[src/rtl/reg_file_scoreboard.sv]
// reg_file_scoreboard: register bank with per-register outstanding-write counters.
// Ports:
//   clk, reset               - clock; synchronous active-high reset
//   readAdd1/2 -> readData1/2 - asynchronous read ports
//   readBusy1/2              - register at readAddN has an outstanding write
//   writeEnable/writeAdd/writeData - writeback port (also retires one claim)
//   claimEnable/claimAdd     - decode claims a destination register
//   flush                    - clears every outstanding count
//   pendError                - sticky counter overflow/underflow flag
// Optional: define REGFILE_BYPASS_EN for write-through read forwarding.
module reg_file_scoreboard #(
   parameter int DATA_W = 16,
   parameter int ADDR_W = 3,
   parameter int PEND_W = 2
) (
   input  logic              clk,
   input  logic              reset,
   input  logic [ADDR_W-1:0] readAdd1,
   input  logic [ADDR_W-1:0] readAdd2,
   output logic [DATA_W-1:0] readData1,
   output logic [DATA_W-1:0] readData2,
   output logic              readBusy1,
   output logic              readBusy2,
   input  logic              writeEnable,
   input  logic [ADDR_W-1:0] writeAdd,
   input  logic [DATA_W-1:0] writeData,
   input  logic              claimEnable,
   input  logic [ADDR_W-1:0] claimAdd,
   input  logic              flush,
   output logic              pendError
);
   localparam int DEPTH = 2 ** ADDR_W;
   localparam logic [PEND_W-1:0] MAX_CNT = '1;
   logic [DATA_W-1:0] regs [DEPTH];
   logic [PEND_W-1:0] count [DEPTH];
   logic [PEND_W-1:0] countNext [DEPTH];
   logic [DEPTH-1:0] incHot, decHot;
   logic errNext;
   assign incHot = claimEnable ? DEPTH'(1) << claimAdd : '0;
   assign decHot = writeEnable ? DEPTH'(1) << writeAdd : '0;
   // A claim and a retiring write to the same register cancel out, so no error is possible then.
   always_comb begin
      errNext = 1'b0;
      for (int r = 0; r < DEPTH; r++) begin
         countNext[r] = count[r];
         if (flush)
            countNext[r] = '0;
         else if (incHot[r] && !decHot[r]) begin
            if (count[r] == MAX_CNT) errNext = 1'b1;
            else countNext[r] = count[r] + 1'b1;
         end else if (decHot[r] && !incHot[r]) begin
            if (count[r] == '0) errNext = 1'b1;
            else countNext[r] = count[r] - 1'b1;
         end
      end
   end
   always_ff @(posedge clk) begin
      if (reset) begin
         for (int i = 0; i < DEPTH; i++) begin
            regs[i]  <= DATA_W'(i);
            count[i] <= '0;
         end
         pendError <= 1'b0;
      end else begin
         if (writeEnable) regs[writeAdd] <= writeData;
         for (int i = 0; i < DEPTH; i++) count[i] <= countNext[i];
         if (errNext) pendError <= 1'b1;
      end
   end
`ifdef REGFILE_BYPASS_EN
   logic hit1, hit2;
   assign hit1 = writeEnable && writeAdd == readAdd1;
   assign hit2 = writeEnable && writeAdd == readAdd2;
   assign readData1 = hit1 ? writeData : regs[readAdd1];
   assign readData2 = hit2 ? writeData : regs[readAdd2];
   // The write in flight retires the last producer unless a new claim lands on the same register.
   assign readBusy1 = count[readAdd1] != '0 &&
      !(hit1 && count[readAdd1] == PEND_W'(1) && !(claimEnable && claimAdd == readAdd1));
   assign readBusy2 = count[readAdd2] != '0 &&
      !(hit2 && count[readAdd2] == PEND_W'(1) && !(claimEnable && claimAdd == readAdd2));
`else
   assign readData1 = regs[readAdd1];
   assign readData2 = regs[readAdd2];
   assign readBusy1 = count[readAdd1] != '0;
   assign readBusy2 = count[readAdd2] != '0;
`endif
endmodule

[config.mk]
export PLATFORM = sky130hd
export DESIGN_NAME = reg_file_scoreboard
export DESIGN_NICKNAME = d
export VERILOG_FILES = /design/src/rtl/reg_file_scoreboard.sv
export SDC_FILE = /design/constraint.sdc
export NUM_CORES = 1
export LEC_CHECK = 0
export CAP_MARGIN = 0
export CORE_ASPECT_RATIO = 2
export CORE_UTILIZATION = 53
export DETAILED_ROUTE_END_ITERATION = 8
export PLACE_DENSITY = 0.77
export REMOVE_ABC_BUFFERS = 1
export SYNTH_ARGS = -nofsm -noshare
export SYNTH_HDL_FRONTEND = slang
export SYNTH_SLANG_ARGS = --single-unit
[constraint.sdc]
create_clock -name clk -period 2.3 [get_ports clk]
set_input_delay 0.46 -clock clk [delete_from_list [all_inputs] [get_ports clk]]
set_output_delay 0.46 -clock clk [all_outputs]
set_load 0.01 [all_outputs]
# Yosys cells after proc, flatten, opt, wreduce, memory -nomap -nowiden
# Memory sizes are Yosys's and may differ from the RTL's.
# Cells that the tools add are included.
# word_totals
latchBits	0
memories	2
ramBits	144
output_inout_bits	35
reg_bits	1
romBits	0
# memory_table
memory	words	width	read_ports	rd_ports_with_merged_regs	wr	line_no	text
regs	8	16	2	0	8	34	logic [DATA_W-1:0] regs [DEPTH];
count	8	2	10	0	8	35	logic [PEND_W-1:0] count [DEPTH];
# op_classes
n_lt_le_gt_ge	0
bitwise_logic	8
shifts	2
eq_ne	8
div_mod_pow	0
n_mux	99
addsub	16
reduce_logical	43
mul	0
# ops
op	n
$mux 2	48
$mux 1	47
$add 2x1->2 const B	8
$eq 2x2->1 const B	8
$logic_and 1x1->1	16
$logic_not 1->1	16
$logic_not 2->1	8
$mux 16	1
$mux 8	2
$reduce_or 16->1	1
$shl 1x3->8 const A	2
$sub 2x1->2 const B	8
$or 1x1->1	8
$reduce_bool 2->1	2
$mux 3	1

# Logic depth before layout (Yosys ltp)
# logic_depth
word_depth	35
ltp_mapped	9
ltp_nobuf	8

# Worst setup path after synthesis
# Ideal clock, no wire load.
# synth_timing
path_kind	in2reg
startpoint	input writeAdd[1]
endpoint	register pendError
t_arrival_ns	2.240
stages	9
setup_time_ns	0.128
slack_ns	-0.068
required_ns	2.172
cell_sequence	buf_2 nand2b_1 nor2_1 inv_1 ha_1 and3_1 or4_1 nor4_1 o22ai_1
# synth_via
elab_chain_len	34
elab_cells_between_ends	64
cone_classes	1 x shift; 39 x mux; 24 x reduce/logical
# synth_rtl
item	line_no	text
start: declaration	25	input logic [ADDR_W-1:0] writeAdd,
$shl 1x3->8 *	40	assign decHot = writeEnable ? DEPTH'(1) << writeAdd : '0;
$mux 8 *	40	
$logic_and 1x1->1 or $logic_not 1->1 (tied branches)	51, 48	
$mux 1 or $logic_and 1x1->1 (tied branches)	51, 48	
$mux 1	48	else if (incHot[r] && !decHot[r]) begin
$mux 1	46	if (flush)
$mux 1	52	if (count[r] == '0) errNext = 1'b1;
$mux 1	51	end else if (decHot[r] && !incHot[r]) begin
(+18 left out)	--	
$mux 1	52	
$mux 1	51	
$mux 1	48	
$mux 1	46	
$mux 1	52	
$mux 1	51	
$mux 1	48	
$mux 1 *	46	
end signal: assignment	63	pendError <= 1'b0;
end signal: assignment	67	if (errNext) pendError <= 1'b1;
end: declaration	30	output logic pendError
# Every way passes the cells marked *; elsewhere a longest branch is shown, timed or not.
# A chain may end at the register's enable or synchronous reset.

==> metrics.txt <==
number of synthesized register bits=145; LEAKAGE=4.00 nW; largest cells by area after synthesis=edfxtp_1 47%, mux4_2 18%, and2_1 8.9%, mux2_2 4.4%, dfxtp_1 4.2%; Sink Count=145; min-delay worst type=register to register; EDFF count, synth=128; max cap viols=0; final wirelength=24,000 microns; Distinct cells, synth=38; Top FF cell, synth=edfxtp_1; Area Overhead vs Synth=29.6%; XOR/XNOR share of the synthesized area=0; Final Worst Setup Slack=-7.94 ps; YS warnings=0; netlist area before placement=around 8200 sq um; ratio of cells with drive above 1 in the final layout=0.394; startpoint types=register; Max Buffers Root-to-Sink=2; Vert. Die Dim=around 180 microns; Metal-1 WL=roughly 7300 microns; Met3 Wirelength=1330 microns; # nets final=797; Worst-Skew Late Latency=420 ps; gr ovfl total=0; final instance area=between 10,000 and 15,000 sq um; CTS tree=yes; final setup violating endpoints=1; Switching Share=0.259; Die Area=16,000 sq um; WP data arrival=about 1900 ps; Final Hold Viols=0; critical path endpoint category=primary output; Logic pwr share=0.162; Post-route DRC=0; status=finished with violations; Post-Layout Cell Count=959; Worst path max stage delay=460 ps; top cells by count, synth=128 x edfxtp_1, 116 x and2_1, 66 x mux4_2; Cell Int Power=around 5.0 mW; antenna-violating nets left=0; pin count of the biggest net entering global routing=18; Vias=6,006; mux contribution to synthesized area=0.230; H-tree level count=4; Max Used Layer=met4; unrepaired setup endpoints after global routing=yes; FFs w/ async S/R, synth=0; Simple-Gate Fraction of Synth Area=0.169; Port Buffers=67; Site Rows=64; Crit Path Max Fanout=2; clock share of power=0.379; Clock transition at path regs=~70 ps; number of global-route vias before repair=around 6.5k; Max Freq=433 MHz; power consumption=6.80 mW; die width=89.9 microns; Iteration-0 DRC Markers=569; initial core utilization=0.539; failing checks=setup timing; Switch Pwr=1.76 mW; Sequential Area=4190 sq um; post-synthesis sequential area ratio=0.510; post-synth top area share=0.469; placed insts=911; crit share post-route=1.00; Root Buffer=clkbuf_16; initial antenna violation count=0; Mean Syn Cell Area=13.7 sq um; DP HPWL=15,200 microns; CTS Buf Count=17; Critical-path top delay cell=mux4_2; Post-Synth Adder-Cell Area=0.0244; core area=15,200 sq um; Post-Place Cell Area=9740 sq um; Top delay family on crit path=multiplexers; Initial DRT Pass Iterations=6; Synth Area in Compound Gates=0.0337; crit-path cells=buf_4 -> mux4_2 -> mux2_4 -> buf_6; fin. max-slew vios=0; largest family of logic cells by synthesized area=multiplexers; crit path time final=2310 ps; Cells after Synth=599; footprint of the multi-input gates=3880 sq um; Slew headroom=0.454; ANT cells=0; gpl congestion=0.884; io pins=68; Tot GR Track Use=0.303; DR vias/cell=around 6.3; worst-margin pin slew=818 ps; VDD IR max=578 uV; CP Buf/Inv Count=2; most frequent cell after synthesis=edfxtp_1; cell taking the most area after synthesis=edfxtp_1; Required @ worst endpoint=about 1800 ps; skew final=1.87 ps; routed len/inst=25.1 microns; Met2 Routed Length=13,700 microns; Reg power frac=0.459; first-pass GRT wire length=34,600 microns; filler cell count=1,042; power density cells=640 nW/um^2; CP Class=register to primary output
==> power by group through the flow <==
stage	logic (mW)	registers, mW	clock network (mW)
2_1_floorplan	0.474	3.12	0
3_3_place_gp	1.01	3.13	0
3_5_place_dp	1.04	3.16	0
4_1_cts	1.08	3.11	2.57
5_1_grt	1.15	3.13	2.68
6_report	1.10	3.12	2.58
==> what timing repair did <==
item / in CTS / in global routing
buffers inserted: 14 / 2
resized for setup: 153 / 49
setup endpoints to repair: 36 / 34
gates cloned: 5 / 1
pin swaps: 6 / 4
hold buffers: 0 / 0
==> cell families after synthesis <==
kind of cell,after synthesis
buf+inv,54
mux,102
simple gates,232
flops,145
fa+ha+maj,16
compound gates,50
==> worst reg2reg max path, cell delays in order (launching register included) <==
cell	delay [ps]
dfxtp_1	320
buf_4	140
or4b_2	690
nand4_1	140
nor4_2	60
o22ai_1	120
==> registers in the layout, summed over array words and instances (netlist names) <==
signal,count
regs,128
count,16
pendError,1
==> metrics by stage <==
step / TNS (ps) / utilization / hold WS, ps / worst slack (ps)
finish: -7.94 / 0.698 / 503 / -7.94
floorplan: 0 / - / 481 / 95.4
global route: -103 / 0.698 / 514 / -45.3
CTS: -37.8 / 0.694 / 496 / -21.7
global placement: -25710 / 0.640 / 467 / -562
detailed placement: -30560 / 0.640 / 484 / -577
==> metal layers <==
| layer | GRT usage | vias to the layer above |
|---|---|---|
| li1 | - | 2576 |
| met3 | 0.0480 | 127 |
| met1 | 0.277 | 2978 |
| met2 | 0.589 | 325 |
| met4 | 0.227 | 0 |
| met5 | 0 | - |
==> cell type report <==
type / count / share of cell area
clock buffer: 17 / 0.0400
clock inverter: 15 / 0.0115
inverter: 17 / 0.00601
multi-input combinational: 400 / 0.366
sequential: 145 / 0.394
tap: 198 / 0.0233
timing repair buffer: 167 / 0.159
==> cells in the final DEF, fill, tap and decap left out, types with 17 or more instances in the layout <==
cell / netlist / final
and2_1: 116 / 116
buf_4: 6 / 66
buf_6: 4 / 18
clkbuf_16: 0 / 18
clkdlybuf4s50_1: 0 / 25
edfxtp_1: 128 / 128
inv_1: 17 / 17
mux2_2: 32 / 20
mux4_2: 66 / 66
o21ai_0: 27 / 24
==> worst paths after layout <==
check	start	cells after the start	endpoint	slack (ps)
setup / recovery	regs[3][10]	4	readData1[10]	-8
hold / removal	pendError	2	pendError	500
setup reg to reg	count[7][1]	5	pendError	760
hold reg to reg	pendError	2	pendError	500
Note: power is estimated with default switching activity, not from simulation.
